[config.mk]
export PLATFORM = sky130hd
export DESIGN_NAME = multicycle_controller
export DESIGN_NICKNAME = d
export VERILOG_FILES = /design/src/rtl/multicycle_controller.sv
export SDC_FILE = /design/constraint.sdc
export NUM_CORES = 1
export LEC_CHECK = 0
export CAP_MARGIN = 10
export CORE_UTILIZATION = 45
export CTS_CLUSTER_SIZE = 10
export DETAILED_ROUTE_END_ITERATION = 8
export PLACE_DENSITY = 0.93
export SLEW_MARGIN = 20
export SYNTH_ARGS = -nofsm -noshare
export SYNTH_HDL_FRONTEND = slang
export SYNTH_SLANG_ARGS = --single-unit
export TNS_END_PERCENT = 50
[constraint.sdc]
create_clock -name clk -period 2.5 [get_ports clk]
set_input_delay 0.5 -clock clk [delete_from_list [all_inputs] [get_ports clk]]
set_output_delay 0.5 -clock clk [all_outputs]
set_load 0.02 [all_outputs]
[src/rtl/multicycle_controller.sv]
// -----------------------------------------------------------------------------
// multicycle_controller
//
// Main control FSM for the multicycle RV32I core. Steps the shared ALU,
// memory, instruction register and register file through several cycles per
// instruction. It drives the ALUOp code for the downstream ALU decoder, every
// datapath mux select and every write enable. It also resolves branch
// conditions from the ALU flags.
//
// Ports
//   clk        in   system clock, rising edge
//   rst        in   synchronous, active-high reset
//   opcode     in   [6:0]  instr[6:0] from IR
//   func3      in   [2:0]  instr[14:12] from IR
//   zero       in   ALU result == 0 (combinational from ALU)
//   neg        in   ALU signed less-than flag (combinational)
//   PCWrite    out  PC load enable (Mealy in BRANCH)
//   AdrSrc     out  memory address: 0=PC, 1=ALUOut
//   MemWrite   out  data memory write enable
//   IRWrite    out  IR and OldPC load enable
//   ResultSrc  out  [1:0] 00=ALUOut, 01=MDR, 10=ALUResult
//   ALUSrcA    out  [1:0] 00=PC, 01=OldPC, 10=rs1, 11=zero
//   ALUSrcB    out  [1:0] 00=rs2, 01=ImmExt, 10=constant 4
//   ALUOp      out  [1:0] 00=add, 01=sub, 10=by func3
//   RegWrite   out  register file write enable
//
// State table
//   state    | meaning
//   FETCH    | read instr at PC into IR/OldPC, PC <= PC+4
//   DECODE   | ALUOut <= OldPC+imm (branch/jal target), dispatch on opcode
//   MEMADR   | ALUOut <= rs1+imm (load/store address)
//   MEMREAD  | read data memory at ALUOut into MDR
//   MEMWB    | rd <= MDR
//   MEMWRITE | write rs2 to data memory at ALUOut
//   EXECR    | ALUOut <= rs1 op rs2
//   EXECI    | ALUOut <= rs1 op imm
//   LUI      | ALUOut <= 0+imm
//   ALUWB    | rd <= ALUOut
//   BRANCH   | compare rs1-rs2, PC <= ALUOut if taken
//   JAL      | PC <= ALUOut (target), ALUOut <= OldPC+4 (link)
//   JALRT    | ALUOut <= rs1+imm (jalr target)
//   JALRPC   | PC <= ALUOut (target), ALUOut <= OldPC+4 (link)
// -----------------------------------------------------------------------------
module multicycle_controller (
  input  logic       clk,
  input  logic       rst,
  input  logic [6:0] opcode,
  input  logic [2:0] func3,
  input  logic       zero,
  input  logic       neg,
  output logic       PCWrite,
  output logic       AdrSrc,
  output logic       MemWrite,
  output logic       IRWrite,
  output logic [1:0] ResultSrc,
  output logic [1:0] ALUSrcA,
  output logic [1:0] ALUSrcB,
  output logic [1:0] ALUOp,
  output logic       RegWrite
);

  // Opcodes
  localparam logic [6:0] OP_LOAD   = 7'b0000011;
  localparam logic [6:0] OP_STORE  = 7'b0100011;
  localparam logic [6:0] OP_RTYPE  = 7'b0110011;
  localparam logic [6:0] OP_IALU   = 7'b0010011;
  localparam logic [6:0] OP_BRANCH = 7'b1100011;
  localparam logic [6:0] OP_JAL    = 7'b1101111;
  localparam logic [6:0] OP_JALR   = 7'b1100111;
  localparam logic [6:0] OP_LUI    = 7'b0110111;

  // Branch func3 codes
  localparam logic [2:0] F3_BEQ = 3'b000;
  localparam logic [2:0] F3_BNE = 3'b001;
  localparam logic [2:0] F3_BLT = 3'b100;
  localparam logic [2:0] F3_BGE = 3'b101;

  // Mux select encodings
  localparam logic [1:0] RES_ALUOUT = 2'b00;
  localparam logic [1:0] RES_MDR    = 2'b01;
  localparam logic [1:0] RES_ALURES = 2'b10;

  localparam logic [1:0] SRCA_PC    = 2'b00;
  localparam logic [1:0] SRCA_OLDPC = 2'b01;
  localparam logic [1:0] SRCA_RS1   = 2'b10;
  localparam logic [1:0] SRCA_ZERO  = 2'b11;

  localparam logic [1:0] SRCB_RS2   = 2'b00;
  localparam logic [1:0] SRCB_IMM   = 2'b01;
  localparam logic [1:0] SRCB_FOUR  = 2'b10;

  localparam logic [1:0] ALUOP_ADD  = 2'b00;
  localparam logic [1:0] ALUOP_SUB  = 2'b01;
  localparam logic [1:0] ALUOP_F3   = 2'b10;

  typedef enum logic [3:0] {
    S_FETCH    = 4'd0,
    S_DECODE   = 4'd1,
    S_MEMADR   = 4'd2,
    S_MEMREAD  = 4'd3,
    S_MEMWB    = 4'd4,
    S_MEMWRITE = 4'd5,
    S_EXECR    = 4'd6,
    S_EXECI    = 4'd7,
    S_LUI      = 4'd8,
    S_ALUWB    = 4'd9,
    S_BRANCH   = 4'd10,
    S_JAL      = 4'd11,
    S_JALRT    = 4'd12,
    S_JALRPC   = 4'd13
  } state_t;

  state_t state, state_nxt;

  logic branch_taken;

  // ---------------------------------------------------------------------------
  // State register
  // ---------------------------------------------------------------------------
  always_ff @(posedge clk) begin
    if (rst) begin
      state <= S_FETCH;
    end else begin
      state <= state_nxt;
    end
  end

  // ---------------------------------------------------------------------------
  // Branch condition: only the four supported compares can ever be taken.
  // The ALU is doing rs1-rs2 in BRANCH, so zero means equal and neg means
  // signed less-than.
  // ---------------------------------------------------------------------------
  always_comb begin
    branch_taken = 1'b0;
    unique case (func3)
      F3_BEQ:  branch_taken = zero;
      F3_BNE:  branch_taken = ~zero;
      F3_BLT:  branch_taken = neg;
      F3_BGE:  branch_taken = ~neg;
      default: branch_taken = 1'b0;
    endcase
  end

  // ---------------------------------------------------------------------------
  // Next-state logic
  // ---------------------------------------------------------------------------
  always_comb begin
    state_nxt = S_FETCH;
    unique case (state)
      S_FETCH: state_nxt = S_DECODE;

      S_DECODE: begin
        unique case (opcode)
          OP_LOAD,
          OP_STORE:  state_nxt = S_MEMADR;
          OP_RTYPE:  state_nxt = S_EXECR;
          OP_IALU:   state_nxt = S_EXECI;
          OP_BRANCH: state_nxt = S_BRANCH;
          OP_JAL:    state_nxt = S_JAL;
          OP_JALR:   state_nxt = S_JALRT;
          OP_LUI:    state_nxt = S_LUI;
          // Unknown opcodes retire as a nop without touching any state.
          default:   state_nxt = S_FETCH;
        endcase
      end

      S_MEMADR:   state_nxt = (opcode == OP_LOAD) ? S_MEMREAD : S_MEMWRITE;
      S_MEMREAD:  state_nxt = S_MEMWB;
      S_MEMWB:    state_nxt = S_FETCH;
      S_MEMWRITE: state_nxt = S_FETCH;
      S_EXECR:    state_nxt = S_ALUWB;
      S_EXECI:    state_nxt = S_ALUWB;
      S_LUI:      state_nxt = S_ALUWB;
      S_ALUWB:    state_nxt = S_FETCH;
      S_BRANCH:   state_nxt = S_FETCH;
      S_JAL:      state_nxt = S_ALUWB;
      S_JALRT:    state_nxt = S_JALRPC;
      S_JALRPC:   state_nxt = S_ALUWB;
      default:    state_nxt = S_FETCH;
    endcase
  end

  // ---------------------------------------------------------------------------
  // Output decode
  // ---------------------------------------------------------------------------
  always_comb begin
    PCWrite   = 1'b0;
    AdrSrc    = 1'b0;
    MemWrite  = 1'b0;
    IRWrite   = 1'b0;
    ResultSrc = RES_ALUOUT;
    ALUSrcA   = SRCA_PC;
    ALUSrcB   = SRCB_RS2;
    ALUOp     = ALUOP_ADD;
    RegWrite  = 1'b0;

    unique case (state)
      S_FETCH: begin
        AdrSrc    = 1'b0;
        IRWrite   = 1'b1;
        ALUSrcA   = SRCA_PC;
        ALUSrcB   = SRCB_FOUR;
        ALUOp     = ALUOP_ADD;
        ResultSrc = RES_ALURES;
        PCWrite   = 1'b1;
      end

      S_DECODE: begin
        ALUSrcA = SRCA_OLDPC;
        ALUSrcB = SRCB_IMM;
        ALUOp   = ALUOP_ADD;
      end

      S_MEMADR: begin
        ALUSrcA = SRCA_RS1;
        ALUSrcB = SRCB_IMM;
        ALUOp   = ALUOP_ADD;
      end

      S_MEMREAD: begin
        AdrSrc    = 1'b1;
        ResultSrc = RES_ALUOUT;
      end

      S_MEMWB: begin
        ResultSrc = RES_MDR;
        RegWrite  = 1'b1;
      end

      S_MEMWRITE: begin
        AdrSrc    = 1'b1;
        ResultSrc = RES_ALUOUT;
        MemWrite  = 1'b1;
      end

      S_EXECR: begin
        ALUSrcA = SRCA_RS1;
        ALUSrcB = SRCB_RS2;
        ALUOp   = ALUOP_F3;
      end

      S_EXECI: begin
        ALUSrcA = SRCA_RS1;
        ALUSrcB = SRCB_IMM;
        ALUOp   = ALUOP_F3;
      end

      S_LUI: begin
        ALUSrcA = SRCA_ZERO;
        ALUSrcB = SRCB_IMM;
        ALUOp   = ALUOP_ADD;
      end

      S_ALUWB: begin
        ResultSrc = RES_ALUOUT;
        RegWrite  = 1'b1;
      end

      S_BRANCH: begin
        ALUSrcA   = SRCA_RS1;
        ALUSrcB   = SRCB_RS2;
        ALUOp     = ALUOP_SUB;
        ResultSrc = RES_ALUOUT;
        PCWrite   = branch_taken;
      end

      // JAL and JALRPC share one datapath shape: PC takes the target held in
      // ALUOut while the ALU forms OldPC+4 as the link value for ALUWB.
      S_JAL,
      S_JALRPC: begin
        ALUSrcA   = SRCA_OLDPC;
        ALUSrcB   = SRCB_FOUR;
        ALUOp     = ALUOP_ADD;
        ResultSrc = RES_ALUOUT;
        PCWrite   = 1'b1;
      end

      S_JALRT: begin
        ALUSrcA = SRCA_RS1;
        ALUSrcB = SRCB_IMM;
        ALUOp   = ALUOP_ADD;
      end

      default: begin
        PCWrite = 1'b0;
      end
    endcase

    // Reset wins over the decode: no strobe may fire while rst is high, even
    // if it arrives mid-instruction, and the selects park at FETCH values.
    if (rst) begin
      PCWrite   = 1'b0;
      MemWrite  = 1'b0;
      IRWrite   = 1'b0;
      RegWrite  = 1'b0;
      AdrSrc    = 1'b0;
      ResultSrc = RES_ALURES;
      ALUSrcA   = SRCA_PC;
      ALUSrcB   = SRCB_FOUR;
      ALUOp     = ALUOP_ADD;
    end
  end

endmodule

# Yosys cells after proc, flatten, opt, wreduce, memory -nomap -nowiden
# Index checks and enable logic that the tools add are counted.
[word_totals] ff_bits=4 elab_cells=60 out_inout_bits=13 inputBits=14
[op_classes] mux=22 n_eq_ne=24 reduce_logical=11 n_bitwise=2
[ops] cell="case mux 4 bit (7 select lines)" count=1
[ops] cell="equality test 4 bit (second input constant)" count=6
[ops] cell="case mux 4 bit (6 select lines)" count=1
[ops] cell="equality test 7 x 6 -> 1 bit (second input constant)" count=3
[ops] cell="equality test 7 bit (second input constant)" count=3
[ops] cell="equality test 4 x 3 -> 1 bit (second input constant)" count=4
[ops] cell="OR reduction 5 bit" count=3
[ops] cell="case mux 2 bit (2 select lines)" count=3
[ops] cell="two-way mux 1 bit" count=9
[ops] cell="equality test 4 x 2 -> 1 bit (second input constant)" count=2
[ops] cell="two-way mux 2 bit" count=4
[ops] cell="OR reduction 2 bit" count=4
[ops] cell="equality test 7 x 2 -> 1 bit (second input constant)" count=1
[ops] cell="equality test 7 x 5 -> 1 bit (second input constant)" count=1
[ops] cell="equality test 3 bit (second input constant)" count=2
[ops] cell="case mux 2 bit (3 select lines)" count=1
[ops] cell="OR reduction 3 bit" count=2
[ops] cell="equality test 4 x 1 -> 1 bit (second input constant)" count=1
[ops] cell="zero test 4 bit" count=1
[ops] cell="case mux 1 bit (4 select lines)" count=1
[ops] cell="equality test 3 x 1 -> 1 bit (second input constant)" count=1
[ops] cell="zero test 3 bit" count=1
[ops] cell="two-way mux 3 bit" count=1
[ops] cell="inverter 1 bit" count=2
[ops] cell="case mux 1 bit (2 select lines)" count=1

# Logic depth before layout (Yosys ltp)
# Gate-level depths: netlist of run 1.
[depth] ltp_word=4 ltp_mapped=6 mapped_depth_nobuf=4

# Worst setup path before layout of run 1
# OpenSTA, ideal clock, no wires.
[synth_path] path_type="flip-flop to output port" start="reg state[1]" end="out IRWrite" path_buffers=2 t_arrival_ps=1385 path_stages_with_launch=4 path_slack_ps=615 required_ps=2000 cell_sequence="dfxtp_1 -> buf_2 -> buf_2 -> nor4_1"
[synth_via] elab_chain_cells=3
[synth_rtl] item="from (decl)" line_no="113" rtl="state_t state, state_nxt;"
[synth_rtl] item="from (signal assigned)" line_no="124" rtl="state <= state_nxt;"
[synth_rtl] item="zero test 4 bit" line_no="197" rtl="unique case (state)"
[synth_rtl] item="two-way mux 1 bit" line_no="197"
[synth_rtl] item="two-way mux 1 bit" line_no="291" rtl="if (rst) begin"
[synth_rtl] item="to (decl)" line_no="54" rtl="output logic IRWrite,"
# No other way between the ends.

# Worst setup path after layout of run 1
[layout_path] start="in rst" end="out IRWrite"
[layout_via] elab_chain_cells=1
[layout_rtl] item="from (decl)" line_no="46" rtl="input logic rst,"
[layout_rtl] item="two-way mux 1 bit" line_no="291"
# No other way between the ends.

==> flow_summary.yaml, run 1 <==
run_status:
  status: "finished clean"
synthesis:
  syn_avg_cell_area_sq_um: 6.93
  ys_seq_elements: 4
  synth_edf_count: 0
  syn_inst: 93
  synth_area_leader_cell: "dfxtp_1"
  synthesis.area_sq_um: 644
  synth_fp_nets: 107
  yosysWarnings: 0
  synth_area_leaders: "dfxtp_1 12%, nand2b_1 6.8%, and3_1 5.8%"
  async_reset_ff_frac: 0
  synth.top_cell.area_share: 0.124
  synth_ff_type: "dfxtp_1"
  yosysUniqueCellTypes: 39
  ys_seq_area_frac: 0.124
layout:
  regMostFlops: "state"
  syn2layout_area_growth_pct: 50.1
  largest_register_ffs: 4
  nFillCells: 112
  layout_commonest_cell: "clkdlybuf4s50_1"
  final_nets: 136
  drive_above_1_share: 0.158
  num_antenna_cells: 0
  reg_top3: "state x4"
  mostFrequentLayoutCells: "20 x clkdlybuf4s50_1, 8 x nor2_1, 7 x nand2b_1, 7 x nand2_1, 7 x nor3_1"
worst_setup_path:
  reg2reg_slack_ps: 1120
  critPathRequiredTime_ps: 2000
  cp-end-kind: "primary output"
  start_kind: "primary input"
  critPathSlowestCell: "clkdlybuf4s50_1"
  cp_cell_sequence: "clkdlybuf4s50_1 > buf_4 > nor4_1 > clkdlybuf4s50_1"
  crit_path_end: "IRWrite"
  max_stage_delay_ps: 650
  crit_top_cell: "clkdlybuf4s50_1"
  critPathKind: "in -> out"
  rr_startpoint: "state[1]$_SDFF_PP0_"
  worstPathArrival_ps: 1960
  r2r_cells: 5
  crit_fanout: 13
  regToRegEndpoint: "state[2]$_SDFF_PP0_"
  cp-startpoint: "rst"
timing:
  slew_violations: 0
  finalSetupTns_ps: 0
  fin_crit_ps: 2460
  fmax_mhz: 406
  fin_crit_sh: 0.985
  fin_skew_ps: 2.35
  rsz0062_at_grt: "yes"
  finalHoldViolations: 0
  setup_viol: 0
  slew_headroom: 0.782
  worstMarginPinSlew_ps: 322
power:
  leakagePower_uw: 0.000453
  ir_worst_vdd_uv: 227
  p_total_uw: 256
  power.density_nw_per_um2: 264
global_routing:
  grt.total_usage: 0.262
  grt_pass1_wl_microns: 2700
  antenna_found_initial: 0
  grt_max_degree: 17
  grt_pass1_vias: 684
  grt-ovfl-total: 0
die:
  die_x_microns: 39.8
  die_area_sq_um: 1590
  fp.dieH_microns: 39.8
  floorplan.initialDensity: 0.489
  io_pins: 27
  num_rows: 13
  core_area_sq_um: 1320
detailed_routing:
  drc: 0
  vias: 796
  viasPerCell: 5.90
  routed_wl_microns: 1750
  wl_per_cell_microns: 13.0
  drtAntennaViolNets: 0
  first_pass_iters: 4
  drt_iter0_drc: 7
placement:
  dp_hpwl_microns: 1370
  gp_congestion: 0.816
  port_buffers: 26
clock_network:
  cts_hold_buf: 0
  cts_sinks: 4
  cts_root_buf: "clkbuf_4"
  htreeDepth: 1
  cts_buffers: 3
  clk_latency_ps: 240
  cts_resized: 2
  path_clk_slew_ps: 40
  cts_setup_buffers: 0
  cts_tree: "done"
  clk_path_buf_depth: 2
job:
  cap_viol_max_count: 0
hold_path:
  hold_path_class: "reg -> reg"
worst max-delay path: cells and delay by family:
family / cells / cell delay, ps
and+or+nand+nor: 1 / 230
buffers and inverters: 3 / 1230
power breakdown:
part           switching, uW  internal, uW  leakage [uW]
registers               5.27          66.5     0.0000343
logic                   48.4          55.0      0.000405
clock network           27.0          53.7     0.0000138
total                   80.6           175      0.000453
cells by family (layout without fill, tap and decap cells):
logic type | count (synthesis) | after routing | share of synthesized area
flip-flops | 4 | 4 | 0.124
AND/OR/NAND/NOR | 51 | 51 | 0.451
multiplexers | 1 | 1 | 0.0155
AO/OA/AOI/OAI | 26 | 26 | 0.307
buffers and inverters | 8 | 35 | 0.0621
XOR/XNOR | 3 | 3 | 0.0408
cell usage after synthesis, types with 2 or more instances:
| cell | count |
|---|---|
| xnor2_1 | 2 |
| buf_2 | 5 |
| a2bb2oi_1 | 2 |
| o21ai_0 | 3 |
| nand4b_1 | 2 |
| nand2b_1 | 7 |
| o21bai_1 | 2 |
| a21oi_1 | 6 |
| nor2b_1 | 4 |
| nor2_1 | 8 |
| o21ai_1 | 2 |
| and3_1 | 6 |
| nand2_1 | 7 |
| nor4_1 | 2 |
| nor3_1 | 7 |
| a31oi_1 | 2 |
| dfxtp_1 | 4 |
how the worst min path moves through the flow:
stage | start | to | depth (start not counted)
5_1_grt | state[3]$_SDFF_PP0_ | state[3]$_SDFF_PP0_ | 3
4_1_cts | state[3]$_SDFF_PP0_ | state[3]$_SDFF_PP0_ | 3
2_1_floorplan | state[2]$_SDFF_PP0_ | state[0]$_SDFF_PP0_ | 3
3_5_place_dp | state[3]$_SDFF_PP0_ | state[3]$_SDFF_PP0_ | 3
3_3_place_gp | state[3]$_SDFF_PP0_ | state[3]$_SDFF_PP0_ | 3
6_report | state[3]$_SDFF_PP0_ | state[3]$_SDFF_PP0_ | 3
area by class of cell:
| type | count | area, sq um | area share |
|---|---|---|---|
| Tap cell | 15 | 18.8 | 0.0194 |
| Timing Repair Buffer | 31 | 310 | 0.321 |
| Clock buffer | 3 | 22.5 | 0.0233 |
| Multi-Input combinational cell | 81 | 527 | 0.545 |
| Sequential cell | 4 | 85.1 | 0.0880 |
| Inverter | 1 | 3.75 | 0.00388 |
through the flow:
| stage | cells | instance area (sq um) | worst slack, ps | utilization | hold slack (ps) |
|---|---|---|---|---|---|
| 6_report | 135 | 967 | 37.6 | 0.734 | 637 |
| 5_1_grt | 135 | 967 | -6.15 | 0.734 | 662 |
| 4_1_cts | 135 | 947 | 13.4 | 0.719 | 682 |
| 3_5_place_dp | 132 | 925 | -206 | 0.702 | 680 |
| 3_3_place_gp | 132 | 925 | -176 | 0.702 | 665 |
| 2_1_floorplan | 93 | 644 | 615 | - | 577 |
routing by layer:
layer | global-route usage | up-vias | part of all wire
li1 | - | 401 | -
met1 | 0.252 | 360 | 0.38
met2 | 0.492 | 31 | 0.54
met3 | 0.0739 | 4 | 0.057
met4 | 0.138 | 0 | 0.015
met5 | 0 | - | 0
No activity file was read; power rests on OpenSTA's default activity.
==> inputs of run 2 (changes only) <==
--- a/config.mk
+++ b/config.mk
@@ -6,10 +6,10 @@
 export NUM_CORES = 1
 export LEC_CHECK = 0
 export CAP_MARGIN = 10
-export CORE_UTILIZATION = 45
+export CORE_UTILIZATION = 41
 export CTS_CLUSTER_SIZE = 10
 export DETAILED_ROUTE_END_ITERATION = 8
-export PLACE_DENSITY = 0.93
+export PLACE_DENSITY = 0.86
 export SLEW_MARGIN = 20
 export SYNTH_ARGS = -nofsm -noshare
 export SYNTH_HDL_FRONTEND = slang
==> constraint.sdc (replaced) <==
create_clock -name clk -period 2.6 [get_ports clk]
set_input_delay 0.52 -clock clk [delete_from_list [all_inputs] [get_ports clk]]
set_output_delay 0.52 -clock clk [all_outputs]
set_load 0.02 [all_outputs]
==> flow_summary.yaml, run 2 (synthesis results as in run 1) <==
run_status:
  status: "finished clean"
worst_setup_path:
  critPathKind: "reg -> out"
  r2r_cells: 5
  rr_startpoint: "state[1]$_SDFF_PP0_"
  worstPathArrival_ps: 1960
  cp-end-kind: "primary output"
  critPathRequiredTime_ps: 2080
  cp-startpoint: "state[3]$_SDFF_PP0_"
  crit_path_end: "ALUSrcA[0]"
  reg2reg_slack_ps: 1180
  start_kind: "flop"
  regToRegEndpoint: "state[2]$_SDFF_PP0_"
  crit_fanout: 9
detailed_routing:
  drc: 0
  vias: 771
  viasPerCell: 5.71
  drt_iter0_drc: 18
  first_pass_iters: 4
  wl_per_cell_microns: 12.5
  routed_wl_microns: 1690
  drtAntennaViolNets: 0
clock_network:
  path_clk_slew_ps: 40
  cts_setup_buffers: 0
  cts_root_buf: "clkbuf_4"
  clk_latency_ps: 240
  htreeDepth: 1
  cts_buffers: 3
  cts_tree: "done"
  clk_path_buf_depth: 2
  cts_hold_buf: 0
  cts_sinks: 4
timing:
  finalHoldViolations: 0
  finalSetupTns_ps: 0
  fin_skew_ps: 4.57
  whs_ps: 665
  fmax_mhz: 403
  slew_headroom: 0.758
  fin_crit_ps: 2480
  rsz0062_at_grt: "no"
  fin_crit_sh: 0.954
  worstMarginPinSlew_ps: 363
  setup_viol: 0
  slew_violations: 0
placement:
  place_area_sq_um: 925
  dp_hpwl_microns: 1340
  gp_congestion: 0.828
  port_buffers: 26
layout:
  largest_register_ffs: 4
  layout_commonest_cell: "clkdlybuf4s50_1"
  regMostFlops: "state"
  final_nets: 136
  reg_top3: "state x4"
  num_antenna_cells: 0
  nFillCells: 132
  syn2layout_area_growth_pct: 46.8
  final_core_util: 0.684
  mostFrequentLayoutCells: "23 x clkdlybuf4s50_1, 8 x nor2_1, 7 x nand2b_1, 7 x nand2_1, 7 x nor3_1"
  final_cell_area_sq_um: 946
  drive_above_1_share: 0.133
hold_path:
  hold_path_class: "reg -> reg"
die:
  num_rows: 13
  die_area_sq_um: 1730
  core_area_sq_um: 1380
  fp.dieH_microns: 41.6
  die_x_microns: 41.6
  floorplan.initialDensity: 0.466
  io_pins: 27
global_routing:
  grt_pass1_wl_microns: 3080
  grt-ovfl-total: 0
  grt_pass1_vias: 738
  grt.total_usage: 0.222
  grt_max_degree: 18
  antenna_found_initial: 0
power:
  power.density_nw_per_um2: 259
  p_total_uw: 245
  ir_worst_vdd_uv: 201
  leakagePower_uw: 0.000367
job:
  cap_viol_max_count: 0
-- run 2: cell count changes in the layout (fill, tap and decap cells not counted), sizes merged --
cell,previous run,this run
clkdlybuf4s15,1,0
dlygate4sd2,0,3
dlymetal6s2s,5,0
clkdlybuf4s50,20,23
-- run 2: cell type report --
| class | count | area [sq um] | share of cell area |
|---|---|---|---|
| clock buffers | 3 | 22.5 | 0.0238 |
| inverters | 1 | 3.75 | 0.00397 |
| multi-input cells | 81 | 524 | 0.554 |
| flip-flops and latches | 4 | 82.6 | 0.0873 |
| well taps | 15 | 18.8 | 0.0198 |
| repair buffers | 31 | 294 | 0.311 |
-- run 2: worst min-delay path by stage --
stage,start,to,depth (start not counted),slack (ps)
after floorplan,state[2]$_SDFF_PP0_,state[0]$_SDFF_PP0_,3,580
after global placement,state[0]$_SDFF_PP0_,state[3]$_SDFF_PP0_,4,660
after detailed placement,state[0]$_SDFF_PP0_,state[3]$_SDFF_PP0_,4,650
after CTS,state[0]$_SDFF_PP0_,state[3]$_SDFF_PP0_,4,670
after global routing,state[3]$_SDFF_PP0_,state[3]$_SDFF_PP0_,3,750
final,state[0]$_SDFF_PP0_,state[3]$_SDFF_PP0_,4,670
-- run 2: repair_timing --
action,4_1_cts,5_1_grt
resized for setup,4,1
endpoints found under the setup margin,5,2
cloned,0,0
endpoints found under the hold margin,0,0
pin swaps,0,0
-- run 2: power breakdown --
part	internal (uW)	switching, uW	leakage (uW)
sequential	63.5	2.86	0.0000336
clock	51.8	27.7	0.0000138
combinational	51.3	48.1	0.000320
total	167	78.7	0.000367
-- run 2: per-layer routing --
layer | GRT usage | routed length (microns)
met1 | 0.256 | 690
met2 | 0.394 | 866
met3 | 0.0261 | 80
met4 | 0.116 | 53
met5 | 0 | 0
-- run 2: per-stage QoR --
step | worst slack (ps) | std cells
2_1_floorplan | 695 | 93
3_3_place_gp | -127 | 132
3_5_place_dp | -142 | 132
4_1_cts | 117 | 135
5_1_grt | 13.7 | 135
6_report | 120 | 135
-- run 2: worst max-delay path, stage by stage (launching register included) --
cell and delay, ps:
dfxtp_1 470, nand2b_2 250, and3_1 170, o21bai_1 90
a21oi_1 130, clkdlybuf4s50_1 610
